### src/rtl/if_fetch_ctrl_pkg.sv
// ============================================================================
// Module      : if_fetch_ctrl_pkg
// Description : Shared types and constants for the instruction-fetch sequencer.
// Revision    : 1.0 - initial release
// ============================================================================
`default_nettype none

package if_fetch_ctrl_pkg;

    typedef enum logic [1:0] {
        BOOT = 2'd0,
        RUN  = 2'd1,
        HOLD = 2'd2
    } fetch_state_t;

    localparam logic [31:0] PC_STEP          = 32'd4;
    localparam int          IM_AW            = 10;
    localparam logic [31:0] RESET_PC_DEFAULT = 32'h0000_3000;

    typedef struct packed {
        logic [31:0] pc;
        logic [31:0] instr;
    } fetch_entry_t;

endpackage

`default_nettype wire

### src/rtl/if_fetch_ctrl_fifo2.sv
// ============================================================================
// Module      : fetch_fifo2
// Description : Two-entry {pc,instr} prefetch FIFO; flush overrides push/pop.
// Revision    : 1.0 - initial release
// ============================================================================
`default_nettype none

module fetch_fifo2
    import if_fetch_ctrl_pkg::*;
(
    input  logic         clk,
    input  logic         rst,
    input  logic         i_push,
    input  logic         i_pop,
    input  logic         i_flush,
    input  fetch_entry_t i_data,
    output fetch_entry_t o_head,
    output logic [1:0]   o_count
);

    fetch_entry_t r_slot0;
    fetch_entry_t r_slot1;
    logic [1:0]   r_count;
    logic         w_pop;
    logic         w_push;

    always_comb begin
        w_pop  = i_pop && (r_count != 2'd0);
        w_push = i_push && ((r_count != 2'd2) || w_pop);
    end

    // Slot 0 is always the head; slot 1 shifts down when the head leaves.
    always_ff @(posedge clk) begin
        if (rst) begin
            r_count <= 2'd0;
            r_slot0 <= '0;
            r_slot1 <= '0;
        end else if (i_flush) begin
            r_count <= 2'd0;
        end else begin
            if (w_pop && (r_count == 2'd2)) begin
                r_slot0 <= r_slot1;
            end
            if (w_push) begin
                if ((r_count == 2'd0) || ((r_count == 2'd1) && w_pop)) begin
                    r_slot0 <= i_data;
                end else begin
                    r_slot1 <= i_data;
                end
            end
            case ({w_push, w_pop})
                2'b10:   r_count <= r_count + 2'd1;
                2'b01:   r_count <= r_count - 2'd1;
                default: r_count <= r_count;
            endcase
        end
    end

    assign o_head  = r_slot0;
    assign o_count = r_count;

endmodule

`default_nettype wire

### src/rtl/if_fetch_ctrl.sv
// ============================================================================
// Module      : if_fetch_ctrl
// Description : Instruction-fetch sequencer with 2-entry prefetch buffer and
//               redirect flush. Optional FETCH_PERF_EN adds perf counters.
// Revision    : 1.0 - initial release
// ============================================================================
`default_nettype none

module if_fetch_ctrl
    import if_fetch_ctrl_pkg::*;
#(
    parameter logic [31:0] RESET_PC  = RESET_PC_DEFAULT,
    parameter int unsigned BUF_DEPTH = 2
) (
    input  logic             clk,
    input  logic             rst,
    input  logic             en,
    output logic [IM_AW-1:0] im_addr,
    input  logic [31:0]      im_dout,
    output logic             out_valid,
    input  logic             out_ready,
    output logic [31:0]      out_instr,
    output logic [31:0]      out_pc,
    input  logic             redir_valid,
    input  logic [31:0]      redir_pc,
    output logic             addr_err
`ifdef FETCH_PERF_EN
    ,
    output logic [31:0]      perf_fetch_cnt,
    output logic [31:0]      perf_stall_cnt
`endif
);

    localparam logic [1:0] c_FULL = 2'(BUF_DEPTH);

    fetch_state_t r_state;
    logic [31:0]  r_pc;
    logic         r_addr_err;

    fetch_entry_t w_entry;
    fetch_entry_t w_head;
    logic [1:0]   w_count;
    logic         w_pop;
    logic         w_redir;
    logic         w_full;
    logic         w_fetch;
    logic         w_out_of_window;
    logic [31:0]  w_redir_tgt;

    always_comb begin
        w_pop           = out_valid && out_ready;
        w_redir         = redir_valid && (r_state != BOOT);
        w_full          = (w_count == c_FULL);
        w_fetch         = (r_state == RUN) && en && !redir_valid && (!w_full || w_pop);
        w_out_of_window = (r_pc[31:12] != RESET_PC[31:12]);
        w_redir_tgt     = redir_pc & ~32'd3;
        w_entry.pc      = r_pc;
        w_entry.instr   = im_dout;
    end

    // A redirect freezes the HOLD/RUN transition for its cycle.
    always_ff @(posedge clk) begin
        if (rst) begin
            r_state    <= BOOT;
            r_pc       <= RESET_PC;
            r_addr_err <= 1'b0;
        end else begin
            if (w_fetch && w_out_of_window) begin
                r_addr_err <= 1'b1;
            end
            case (r_state)
                BOOT:    r_state <= RUN;
                RUN:     if (!w_redir && !en) r_state <= HOLD;
                HOLD:    if (!w_redir && en)  r_state <= RUN;
                default: r_state <= BOOT;
            endcase
            if (w_redir) begin
                r_pc <= w_redir_tgt;
            end else if (w_fetch) begin
                r_pc <= r_pc + PC_STEP;
            end
        end
    end

    fetch_fifo2 u_fifo (
        .clk     (clk),
        .rst     (rst),
        .i_push  (w_fetch),
        .i_pop   (w_pop),
        .i_flush (w_redir),
        .i_data  (w_entry),
        .o_head  (w_head),
        .o_count (w_count)
    );

    assign im_addr   = r_pc[IM_AW+1:2];
    assign out_valid = (w_count != 2'd0);
    assign out_instr = w_head.instr;
    assign out_pc    = w_head.pc;
    assign addr_err  = r_addr_err;

`ifdef FETCH_PERF_EN
    logic w_stall;
    assign w_stall = (r_state == RUN) && en && !redir_valid && w_full && !w_pop;

    always_ff @(posedge clk) begin
        if (rst) begin
            perf_fetch_cnt <= 32'd0;
            perf_stall_cnt <= 32'd0;
        end else begin
            if (w_fetch) perf_fetch_cnt <= perf_fetch_cnt + 32'd1;
            if (w_stall) perf_stall_cnt <= perf_stall_cnt + 32'd1;
        end
    end
`endif

endmodule

`default_nettype wire

### config.mk
export PLATFORM = sky130hd
export DESIGN_NAME = if_fetch_ctrl
export DESIGN_NICKNAME = d
export VERILOG_FILES = /design/src/rtl/if_fetch_ctrl_pkg.sv /design/src/rtl/if_fetch_ctrl_fifo2.sv /design/src/rtl/if_fetch_ctrl.sv
export SDC_FILE = /design/constraint.sdc
export NUM_CORES = 1
export LEC_CHECK = 0
export BUFFER_PORTS_ARGS = -buffer_cell sky130_fd_sc_hd__clkbuf_2
export CORE_UTILIZATION = 42
export DETAILED_ROUTE_END_ITERATION = 8
export GPL_TIMING_DRIVEN = 0
export PLACE_DENSITY = 0.63
export SYNTH_ARGS = -nofsm -noshare
export SYNTH_HDL_FRONTEND = slang
export SYNTH_HIERARCHICAL = 1
export SYNTH_SLANG_ARGS = --single-unit
### constraint.sdc
create_clock -name clk -period 2.8 [get_ports clk]
set_input_delay 0.14 -clock clk [delete_from_list [all_inputs] [get_ports clk]]
set_output_delay 0.14 -clock clk [all_outputs]
set_load 0.01 [all_outputs]
# Word-level counts from Yosys, hierarchy flattened
# Cells that the tools add are included.
# op_classes
n_addsub	3
eq_ne	10
mux	9
bitwise_logic	2
reduce_logical	28
# ops
cell	count
2-to-1 mux 64 bit	3
2-to-1 mux 32 bit	2
adder 32 x 3 -> 32 bit, second input constant	1
!= test 20 x 2 -> 1 bit, second input constant	1
logical AND 1 bit	12
nonzero test 2 bit	4
== test 2 x 1 -> 1 bit, second input constant	3
== test 2 bit, second input constant	3
case mux 2 bit (3 select lines)	1
zero test 1 bit	4
zero test 2 bit	2
2-to-1 mux 2 bit	2
!= test 2 bit, second input constant	2
case mux 2 bit (2 select lines)	1
logical OR 1 bit	3
AND reduction 3 bit	1
adder 2 x 1 -> 2 bit, second input constant	1
!= test 2 x 1 -> 1 bit, second input constant	1
NOT 1 bit	2
AND reduction 2 bit	1
OR reduction 2 bit	1
subtractor 2 x 1 -> 2 bit, second input constant	1
# word_totals
ff_bits	165
input_bits	69
out_inout_bits	76
word_cells	61

# Depth between registers and ports, before layout
# Gate-level depths: netlist of run 1.
# logic_depth
depth_word	7
depth_mapped	9
depth_no_buf	6

# Hierarchy
# Netlist of run 1, hierarchy kept.
# modules_own_cells
module	instances	cells_per_inst	area_per_inst_um2	seq_area_each_um2
fetch_fifo2	1	724	5711.7	2602.5
if_fetch_ctrl	1	242	1939.4	660.6

# Worst setup path before layout of run 1
# Ideal clock, no wire load.
# synth_timing
path_type	reg2reg
start	reg r_state[1]
end	reg u_fifo/r_slot1[39] (netlist bit)
setup_ps	71
arrival_time_ps	2241
t_required_ps	2729
path_slack_ps	488
stages_incl_launch_ff	8
path_buffers	1
period_less_slack_ps	2312
path_cell_list	dfxtp_1 nand4bb_4 nor2_1 nand2b_2 a2111oi_4 buf_6 nand2_1 a21oi_2
# synth_via
elab_chain_cells	6
word_cells_on_any_way	9
classes_between	eq/ne: 1; bitwise: 1; reduce/logical: 7
# synth_lines
item	line	source
start, declared	if_fetch_ctrl.sv:36	fetch_state_t r_state;
start signal, assigned	if_fetch_ctrl.sv:64	r_state <= BOOT;
start signal, assigned	if_fetch_ctrl.sv:72	BOOT: r_state <= RUN;
start signal, assigned	if_fetch_ctrl.sv:73	RUN: if (!w_redir && !en) r_state <= HOLD;
== test 2 x 1 -> 1 bit	if_fetch_ctrl.sv:54	w_fetch = (r_state == RUN) && en && !redir_valid && (!w_full || w_pop);
logical AND 1 bit (3 in series)	if_fetch_ctrl.sv:54	
net w_fetch	if_fetch_ctrl.sv:46	logic w_fetch;
logical AND 1 bit	if_fetch_ctrl_fifo2.sv:29	w_push = i_push && ((r_count != 2'd2) || w_pop);
AND reduction 3 bit (no line)	-	
end signal, assigned	if_fetch_ctrl_fifo2.sv:48	r_slot1 <= i_data;
end, declared	if_fetch_ctrl_fifo2.sv:22	fetch_entry_t r_slot1;
# The timed path passes the listed nets, and every way through them passes these cells.
# A chain may end at the register's enable or synchronous reset.

# Final worst setup path of run 1
# layout_timing
start	reg u_fifo.r_count[1] (netlist: u_fifo/o_count[1])
end	reg u_fifo/r_slot1[46] (netlist bit)
# layout_via
word_cells_on_any_way	16
classes_between	eq/ne: 3; bitwise: 1; reduce/logical: 12
# layout_lines
item	line	source
start, declared	if_fetch_ctrl_fifo2.sv:23	logic [1:0] r_count;
start signal, assigned	if_fetch_ctrl_fifo2.sv:52	2'b10: r_count <= r_count + 2'd1;
start signal, assigned	if_fetch_ctrl_fifo2.sv:53	2'b01: r_count <= r_count - 2'd1;
start signal, assigned	if_fetch_ctrl_fifo2.sv:54	default: r_count <= r_count;
== test 2 bit or nonzero test 2 bit (tied branches)	if_fetch_ctrl.sv:53, if_fetch_ctrl.sv:97	
zero test 1 bit or logical AND 1 bit (tied branches)	if_fetch_ctrl.sv:54, if_fetch_ctrl.sv:51	
logical OR 1 bit (*)	if_fetch_ctrl.sv:54	
logical AND 1 bit (*)	if_fetch_ctrl.sv:54	
net w_fetch	if_fetch_ctrl.sv:46	
logical AND 1 bit (*)	if_fetch_ctrl_fifo2.sv:29	
AND reduction 3 bit (no line) (*)	-	
# The timed path passes the listed nets; every way through them passes the cells marked *.

==> results of run 1 <==
==> kinds of logic (layout without fill, tap and decap cells) <==
kind of cell	Yosys count	in the layout	share of synthesized area (%)
and+or+nand+nor	385	385	22.1
xor gates and xnor gates	21	21	2.40
adders and majority gates	4	4	0.654
buffers and inverters	147	371	8.36
AOI/OAI and AO/OA	241	241	23.3
muxes	4	4	0.523
DFF	163	163	42.6
other	1	4	0.0490
==> flip-flops by register name, summed over array words and instances (netlist names) <==
signal / count
u_fifo/r_slot1: 64
r_state: 2
addr_err: 1
u_fifo/o_head: 64
u_fifo/o_count: 2
r_pc: 30
==> layer usage <==
metal	wire (um)	global-route usage (%)	vias to the layer above
met5	0	0	-
li1	-	-	3722
met2	9740	37.1	200
met4	255	6.41	0
met1	10700	33.8	3389
met3	1030	3.78	19
==> through the flow <==
step                      instance area [um2]  TNS [ps]  hold slack [ps]  total power, mW
final                                    9810         0             5.26             5.72
after global placement                   8650    -19870              369             3.14
after CTS                                9810         0             2.70             5.75
after detailed placement                 8650    -20410              370             3.15
after floorplan                          7660         0              249             2.92
after global routing                     9810     -7.83             34.6             5.94
==> cell type report <==
type                    count  share of cell area [%]
multi-input cells         659                    38.4
flip-flops and latches    163                    33.2
repair buffers            194                    12.5
clock buffers              22                    4.63
plain buffers              74                    3.74
well taps                 225                    2.87
inverters                  72                    2.75
clock inverters             9                    1.82
==> placed cells by master, fill, tap and decap left out, drive strengths merged, types with 5 or more instances in the layout <==
master	Yosys	layout
a21oi	135	135
nand2	151	151
nand4	14	14
dfxtp	163	163
dlygate4sd3	0	50
buf	21	24
clkbuf	54	216
a211oi	13	13
nand3	17	17
o21ai	10	10
nor2	156	156
nor3	6	6
bufinv	0	5
nor4	8	8
and3	5	5
xor2	17	17
o221ai	64	64
inv	72	72
nand2b	6	6
==> worst max-delay path: cells and delay by family, from the launching register on <==
family          cells  cell delay [ps]
compound gates      2              270
buf+inv             2              740
flops               1              410
simple gates        4             1130
==> power breakdown <==
part / internal (mW) / total [mW] / switching (mW)
Combinational: 0.290 / 0.652 / 0.361
Clock: 1.60 / 2.56 / 0.954
Sequential: 2.40 / 2.51 / 0.108
==> path summary, 6_finish.rpt <==
| path | end | from | slack [ps] | cells after the start |
|---|---|---|---|---|
| max | u_fifo/r_slot1[46]$_SDFFE_PP0P_ | u_fifo/o_count[1]$_SDFFE_PP0P_ | 150 | 8 |
| min | r_pc[18]$_SDFFE_PP0P_ | redir_pc[18] | 5 | 3 |
| max reg2reg | u_fifo/r_slot1[46]$_SDFFE_PP0P_ | u_fifo/o_count[1]$_SDFFE_PP0P_ | 150 | 8 |
| min reg2reg | u_fifo/r_slot1[31]$_SDFFE_PP0P_ | u_fifo/r_slot1[31]$_SDFFE_PP0P_ | 470 | 2 |
==> repair_timing <==
action | in CTS | in global routing
endpoints found under the hold margin | 50 | 0
gates resized for setup | 3 | 1
hold buffers | 50 | 0
pin swaps | 1 | 0
cloned | 0 | 0
setup buffers | 3 | 0
setup endpoints to repair | 124 | 117
==> impl_metrics.toml, run 1 <==
[outcome]
status = "completed"

[finish]
multi_input_area_mm2 = 0.00377
fillers = 1676
antenna_cells = 0
syn2layout_area_growth_pct = 28.3
layout.nets = 1254
layout-drive-gt1-share_pct = 22.0
ff_latch_area_mm2 = 0.00326
fin_cells = 1418
final_util_pct = 56.0

[run]
cap_viol_max_count = 0

[die]
die_h_um = 137
die_area_mm2 = 0.0188
io_pins = 145
die_width_um = 137
start_util_pct = 43.6
core_mm2 = 0.0175
rows = 48

[synthesis]
synth_area_mm2 = 0.00765
ys.flop_type = "dfxtp_1"
ys_seq_area_share_pct = 42.6
synthTopCellsByCount = "dfxtp_1 (163), nor2_1 (156), nand2_1 (151), a21oi_1 (75), inv_1 (72)"
yosysWarnings = 6
synth_area_leaders = "dfxtp_1 (43%), nor2_1 (7.7%), nand2_1 (7.4%), o221ai_1 (7.3%), a21oi_2 (6.9%)"
ys_types = 56
yosysTopAreaCellShare_pct = 42.6
synth_area_per_cell_um2 = 7.92
synth.most_common_cell = "dfxtp_1"
synth-edff-count = 0
async_reset_ff_share_pct = 0
postSynthCellCount = 966
yosys.area.top_type = "dfxtp_1"
ys_ff_latch = 163

[drt]
drtIter0Drc = 341
wirelength_mm = 21.8
ant_nets = 0
viasPerCell = 5.17
vias = 7330
firstDrtPassIters = 5
drcViolationCount = 0
wl_per_cell_um = 15.4

[min_path]
hp-class = "input pin to flip-flop"

[clock_network]
clock_latency_ps = 430
htreeDepth = 4
cts_tree = "done"
root_buffer = "clkbuf_16"
path_clk_slew_ps = 60
cts_buffers = 17
clock_path_buffers = 2
clock_sinks = 163

[global_route]
antenna_found_initial = 0
grt_overflow = 0
first_global_vias = 6760
grt.total_usage_pct = 23.8
grt_pass1_wl_mm = 34.8
grt_max_degree = 17

[timing]
fin_crit_sh_pct = 94.6
timing.final.ws_setup_ps = 152
finClkSkew_ps = 7.35
hold_violations = 0
slew_headroom_pct = 44.9
fmax_mhz = 378
setup_violations = 0
finalCriticalPeriod_ps = 2650
slew_viol_final = 0
tightest_slew_ps = 826

[placed_design]
hpwlAfterDp_mm = 14.7
dpl_worst_slack_ps = -232
place_congestion = 0.797
io_buffer_count = 141
dp.cells = 1335

[pwr]
powerDensity_mw_per_mm2 = 583
leakage_nw = 3.60
ir_worst_vdd_uv = 456

[setup_path]
worstPathCellList = "nor3b_2, nor2_4, nand2b_2, a2111o_1, buf_2, clkbuf_1, nand2_1, a21oi_2"
critical_path_required_ps = 3150
crit_path_max_incr_delay_ps = 610
crit_fanout = 13
slowest_stage = "nor3b_2"
critical_path_arrival_ps = 3000
start_kind = "flip-flop"
path_class = "flip-flop to flip-flop"
end_kind = "flip-flop"
Power figures use the tool's default switching activity.
==> inputs of run 2 (changes only) <==
- CORE_MARGIN: not set -> 10
- RECOVER_POWER: not set -> 25
==> impl_metrics.toml, run 2 (synthesized netlist as in run 1, its figures left out) <==
[setup_path]
r2r_slack_ps = 210
start_kind = "flip-flop"
critical_path_required_ps = 3170
r2r-end = "u_fifo/o_head[38]$_SDFFE_PP0N_"
path_class = "flip-flop to flip-flop"
r2r_cells = 7
end_kind = "flip-flop"
crit_fanout = 13
critical_path_arrival_ps = 2960
r2r-start = "r_state[1]$_SDFFE_PP0P_"

[die]
core_mm2 = 0.0180
die_h_um = 155
die_area_mm2 = 0.0240
die_width_um = 155
rows = 49
start_util_pct = 42.6
io_pins = 145

[timing]
fin_crit_sh_pct = 92.7
finClkSkew_ps = 13.1
hold_violations = 0
grt_setup_unrepaired = "false"
slew_viol_final = 0
finalCriticalPeriod_ps = 2590
setup_violations = 0
fmax_mhz = 385
timing.final.ws_setup_ps = 205
timing.hold.ws_ps = 7.86
tightest_slew_ps = 792
slew_headroom_pct = 47.2

[placed_design]
io_buffer_count = 141
place_congestion = 0.847
dpl_worst_slack_ps = -248
hpwlAfterDp_mm = 16.2
placed_cell_area_mm2 = 0.00865

[pwr]
p_seq_share_pct = 43.8
leakage_nw = 3.41
intPower_mw = 4.22
power_frac_clock_pct = 44.8
total_power_mw = 5.72
netSwitchingFraction_pct = 26.3
p_switching_mw = 1.51
combinationalPowerShare_pct = 11.3
ir_worst_vdd_uv = 427
powerDensity_mw_per_mm2 = 586

[drt]
wl_per_cell_um = 16.3
drtIter0Drc = 444
vias = 7413
firstDrtPassIters = 5
wirelength_mm = 23.3
drcViolationCount = 0
viasPerCell = 5.21
ant_nets = 0

[global_route]
grt_pass1_wl_mm = 37.2
grt.total_usage_pct = 18.8
antenna_found_initial = 0
grt_overflow = 0
grt_max_degree = 17
first_global_vias = 6989

[finish]
fin_area_mm2 = 0.00976
final_cell_mix = "dfxtp_1 (163), nor2_1 (155), nand2_1 (151), clkbuf_1 (110), clkbuf_2 (84)"
final_util_pct = 54.3
layout-drive-gt1-share_pct = 17.5
layout.nets = 1254
antenna_cells = 0
syn2layout_area_growth_pct = 27.6
mostFrequentLayoutCell = "dfxtp_1"

[clock_network]
cts_buffers = 17
root_buffer = "clkbuf_16"
clock_path_buffers = 2
clock_sinks = 163
path_clk_slew_ps = 70
htreeDepth = 4
clock_latency_ps = 440
cts_tree = "done"

[min_path]
worstHoldEndpoint = "r_pc[9]$_SDFFE_PP0P_"
hp-start = "redir_pc[9]"
hp-class = "input pin to flip-flop"
whs_path_depth = 3

[outcome]
status = "completed"

[run]
cap_viol_max_count = 0
[run 2: changes by cell type in the layout (fill, tap and decap cells not counted)]
cell / delta
clkinvlp_4: -1
inv_6: +6
nor3b_4: +1
bufinv_16: -1
clkbuf_2: -58
clkinv_2: +1
buf_4: -1
dlygate4sd3_1: +1
clkbuf_1: +54
nor3b_2: -1
[run 2: critical path, cell delays in order, from the launching register on]
cell	delay, ps
dfxtp_1	360
nand4bb_4	320
nor2_4	370
a21oi_1	140
o22ai_2	600
clkbuf_1	550
nor2_1	90
nor2_1	100
[run 2: worst max path at each step]
stage / start / to / slack (ps) / depth (start not counted)
6_report: r_state[1]$_SDFFE_PP0P_ / u_fifo/o_head[38]$_SDFFE_PP0N_ / 210 / 7
4_1_cts: r_state[0]$_SDFFE_PP0P_ / u_fifo/o_head[45]$_SDFFE_PP0N_ / 40 / 9
2_1_floorplan: r_state[1]$_SDFFE_PP0P_ / u_fifo/r_slot1[39]$_SDFFE_PP0P_ / 490 / 7
5_1_grt: r_state[0]$_SDFFE_PP0P_ / u_fifo/o_head[46]$_SDFFE_PP0N_ / 20 / 8
3_5_place_dp: r_state[1]$_SDFFE_PP0P_ / u_fifo/r_slot1[50]$_SDFFE_PP0P_ / -250 / 7
3_3_place_gp: r_state[1]$_SDFFE_PP0P_ / u_fifo/r_slot1[50]$_SDFFE_PP0P_ / -250 / 7
[run 2: power groups by stage]
stage / logic (mW) / clock network [mW] / registers [mW]
2_1_floorplan: 0.368 / 0 / 2.55
3_3_place_gp: 0.594 / 0 / 2.56
3_5_place_dp: 0.600 / 0 / 2.56
4_1_cts: 0.660 / 2.61 / 2.51
5_1_grt: 0.724 / 2.70 / 2.52
6_report: 0.649 / 2.57 / 2.51
[run 2: layout make-up]
cell class	instances	area (um2)
inverter	72	270
sequential	163	3260
clock buffer	18	439
buffer	74	365
clock inverter	14	199
timing repair buffer	194	1160
fill	1732	8200
multi-input combinational	659	3780
tap	229	287
[run 2: what timing repair did]
item,4_1_cts,5_1_grt
setup endpoints to repair,124,120
endpoints found under the hold margin,51,0
gates resized for setup,2,2
pin swaps,1,0
hold buffers,51,0
setup buffers,2,0
[run 2: layer usage]
layer	vias up	track usage (%)	routed length, um
met5	-	0	0
met4	0	6.03	378
met3	28	4.71	1510
met2	212	28.6	10600
met1	3436	25.4	10800
li1	3737	-	-
[run 2: per-stage QoR]
stage | TNS, ps | cells
4_1_cts | 0 | 1424
2_1_floorplan | 0 | 969
6_report | 0 | 1423
5_1_grt | 0 | 1423
3_5_place_dp | -21950 | 1339
3_3_place_gp | -20740 | 1339
==> inputs of run 3 (changes only) <==
- BUFFER_PORTS_ARGS: -buffer_cell sky130_fd_sc_hd__clkbuf_2 -> not set
- CTS_BUF_LIST: not set -> sky130_fd_sc_hd__clkbuf_2
- DONT_BUFFER_PORTS: not set -> 1
- PLACE_DENSITY: 0.63 -> 0.56
==> impl_metrics.toml, run 3 (synthesized netlist as in run 1, its figures left out) <==
[outcome]
status = "completed"

[pwr]
powerDensity_mw_per_mm2 = 492
total_power_mw = 4.63
intPower_mw = 3.29
ir_worst_vdd_uv = 251
p_switching_mw = 1.35
combinationalPowerShare_pct = 13.4
p_seq_share_pct = 55.0
leakage_nw = 3.15
power_frac_clock_pct = 31.6
netSwitchingFraction_pct = 29.0

[setup_path]
end_kind = "flip-flop"
crit_fanout = 10
critical_path_arrival_ps = 3480
start_kind = "flip-flop"
path_class = "flip-flop to flip-flop"
critical_path_required_ps = 3490

[placed_design]
dpl_worst_slack_ps = -388
dp.cells = 1198
hpwlAfterDp_mm = 16.1
io_buffer_count = 0
place_congestion = 0.784

[clock_network]
root_buffer = "clkbuf_2"
htreeDepth = 4
clock_sinks = 163
cts_tree = "done"
clock_path_buffers = 2
cts_buffers = 17
path_clk_slew_ps = 250
clock_latency_ps = 750

[die]
die_h_um = 155
rows = 49
die_area_mm2 = 0.0240
core_mm2 = 0.0180
io_pins = 145
die_width_um = 155
start_util_pct = 42.6

[timing]
timing.hold.ws_ps = 83.4
hold_violations = 0
fmax_mhz = 359
slew_viol_final = 0
slew_headroom_pct = 46.4
grt_setup_unrepaired = "true"
timing.final.ws_setup_ps = 14.7
setup_violations = 0
tightest_slew_ps = 801
finalCriticalPeriod_ps = 2790
finClkSkew_ps = 47.2
fin_crit_sh_pct = 99.5

[drt]
wl_per_cell_um = 17.6
wirelength_mm = 23.7
vias = 7172
viasPerCell = 5.31
drcViolationCount = 0
ant_nets = 0
firstDrtPassIters = 5
drtIter0Drc = 424

[finish]
fillers = 1729
syn2layout_area_growth_pct = 23.2
mostFrequentLayoutCell = "dfxtp_1"
final_util_pct = 52.5
fin_cells = 1350
layout-drive-gt1-share_pct = 11.2
layout.nets = 1179
final_cell_mix = "dfxtp_1 (163), nor2_1 (155), nand2_1 (151), dlygate4sd3_1 (117), a21oi_1 (75)"

[global_route]
grt_pass1_wl_mm = 38.4
first_global_vias = 7014
grt_max_degree = 17
antenna_found_initial = 3
grt_overflow = 0
grt.total_usage_pct = 19.4

[min_path]
hp-class = "input pin to flip-flop"

[run]
cap_viol_max_count = 0
[run 3: changes by cell type in the layout (fill, tap and decap cells not counted), moves of 2 or more]
cell,previous run,this run
inv_6,6,2
clkinv_2,2,4
clkbuf_16,17,0
clkbuf_1,110,52
dlygate4sd3_1,51,117
diode_2,0,3
clkbuf_2,84,19
[run 3: final cells by class]
| class | instances | area, um2 | area share, % |
|---|---|---|---|
| multi-input combinational | 659 | 3770 | 40.0 |
| sequential | 163 | 3260 | 34.6 |
| timing repair buffer | 119 | 1190 | 12.6 |
| buffer | 74 | 367 | 3.89 |
| tap | 229 | 287 | 3.04 |
| inverter | 72 | 270 | 2.87 |
| clock inverter | 13 | 183 | 1.94 |
| clock buffer | 18 | 90.1 | 0.956 |
| antenna | 3 | 7.51 | 0.0797 |
[run 3: critical path, stage by stage (launching register included)]
cell and delay [ps]:
dfxtp_1 420, o21ai_2 320, clkbuf_1 520, nor2_1 100
dlygate4sd3_1 600, a211oi_1 210, dlygate4sd3_1 580
[run 3: final timing paths]
kind / depth (start not counted) / end / slack (ps) / from
min: 3 / u_fifo/r_slot1[26]$_SDFFE_PP0P_ / 80 / im_dout[26]
min reg2reg: 2 / u_fifo/r_slot1[31]$_SDFFE_PP0P_ / 480 / u_fifo/r_slot1[31]$_SDFFE_PP0P_
max: 6 / r_pc[19]$_SDFFE_PP0P_ / 10 / r_state[0]$_SDFFE_PP0P_
max reg2reg: 6 / r_pc[19]$_SDFFE_PP0P_ / 10 / r_state[0]$_SDFFE_PP0P_
[run 3: power groups by stage]
stage               Clock, mW  Combinational, mW  Sequential [mW]
global placement            0              0.463             2.59
finish                   1.47              0.621             2.55
CTS                      1.51              0.617             2.55
global route             1.60              0.693             2.57
detailed placement          0              0.467             2.59
floorplan                   0              0.368             2.55
[run 3: repair_timing]
item	CTS	global route
cloned	0	0
hold buffers	117	0
pin swaps	1	0
setup endpoints to repair	124	107
gates resized for setup	3	2
endpoints found under the hold margin	108	0
buffers inserted	2	0
[run 3: through the flow]
stage / instance area, um2 / TNS, ps
after floorplan: 7660 / 0
after global placement: 7950 / -29460
after detailed placement: 7950 / -35410
after CTS: 9420 / 0
after global routing: 9420 / -3940
final: 9420 / 0
[run 3: layer usage]
layer | track usage [%] | vias up | wire [um]
met5 | 0 | - | 0
met4 | 5.31 | 0 | 313
met3 | 5.73 | 21 | 1650
met2 | 30.1 | 169 | 10800
met1 | 25.7 | 3398 | 11000
li1 | - | 3584 | -
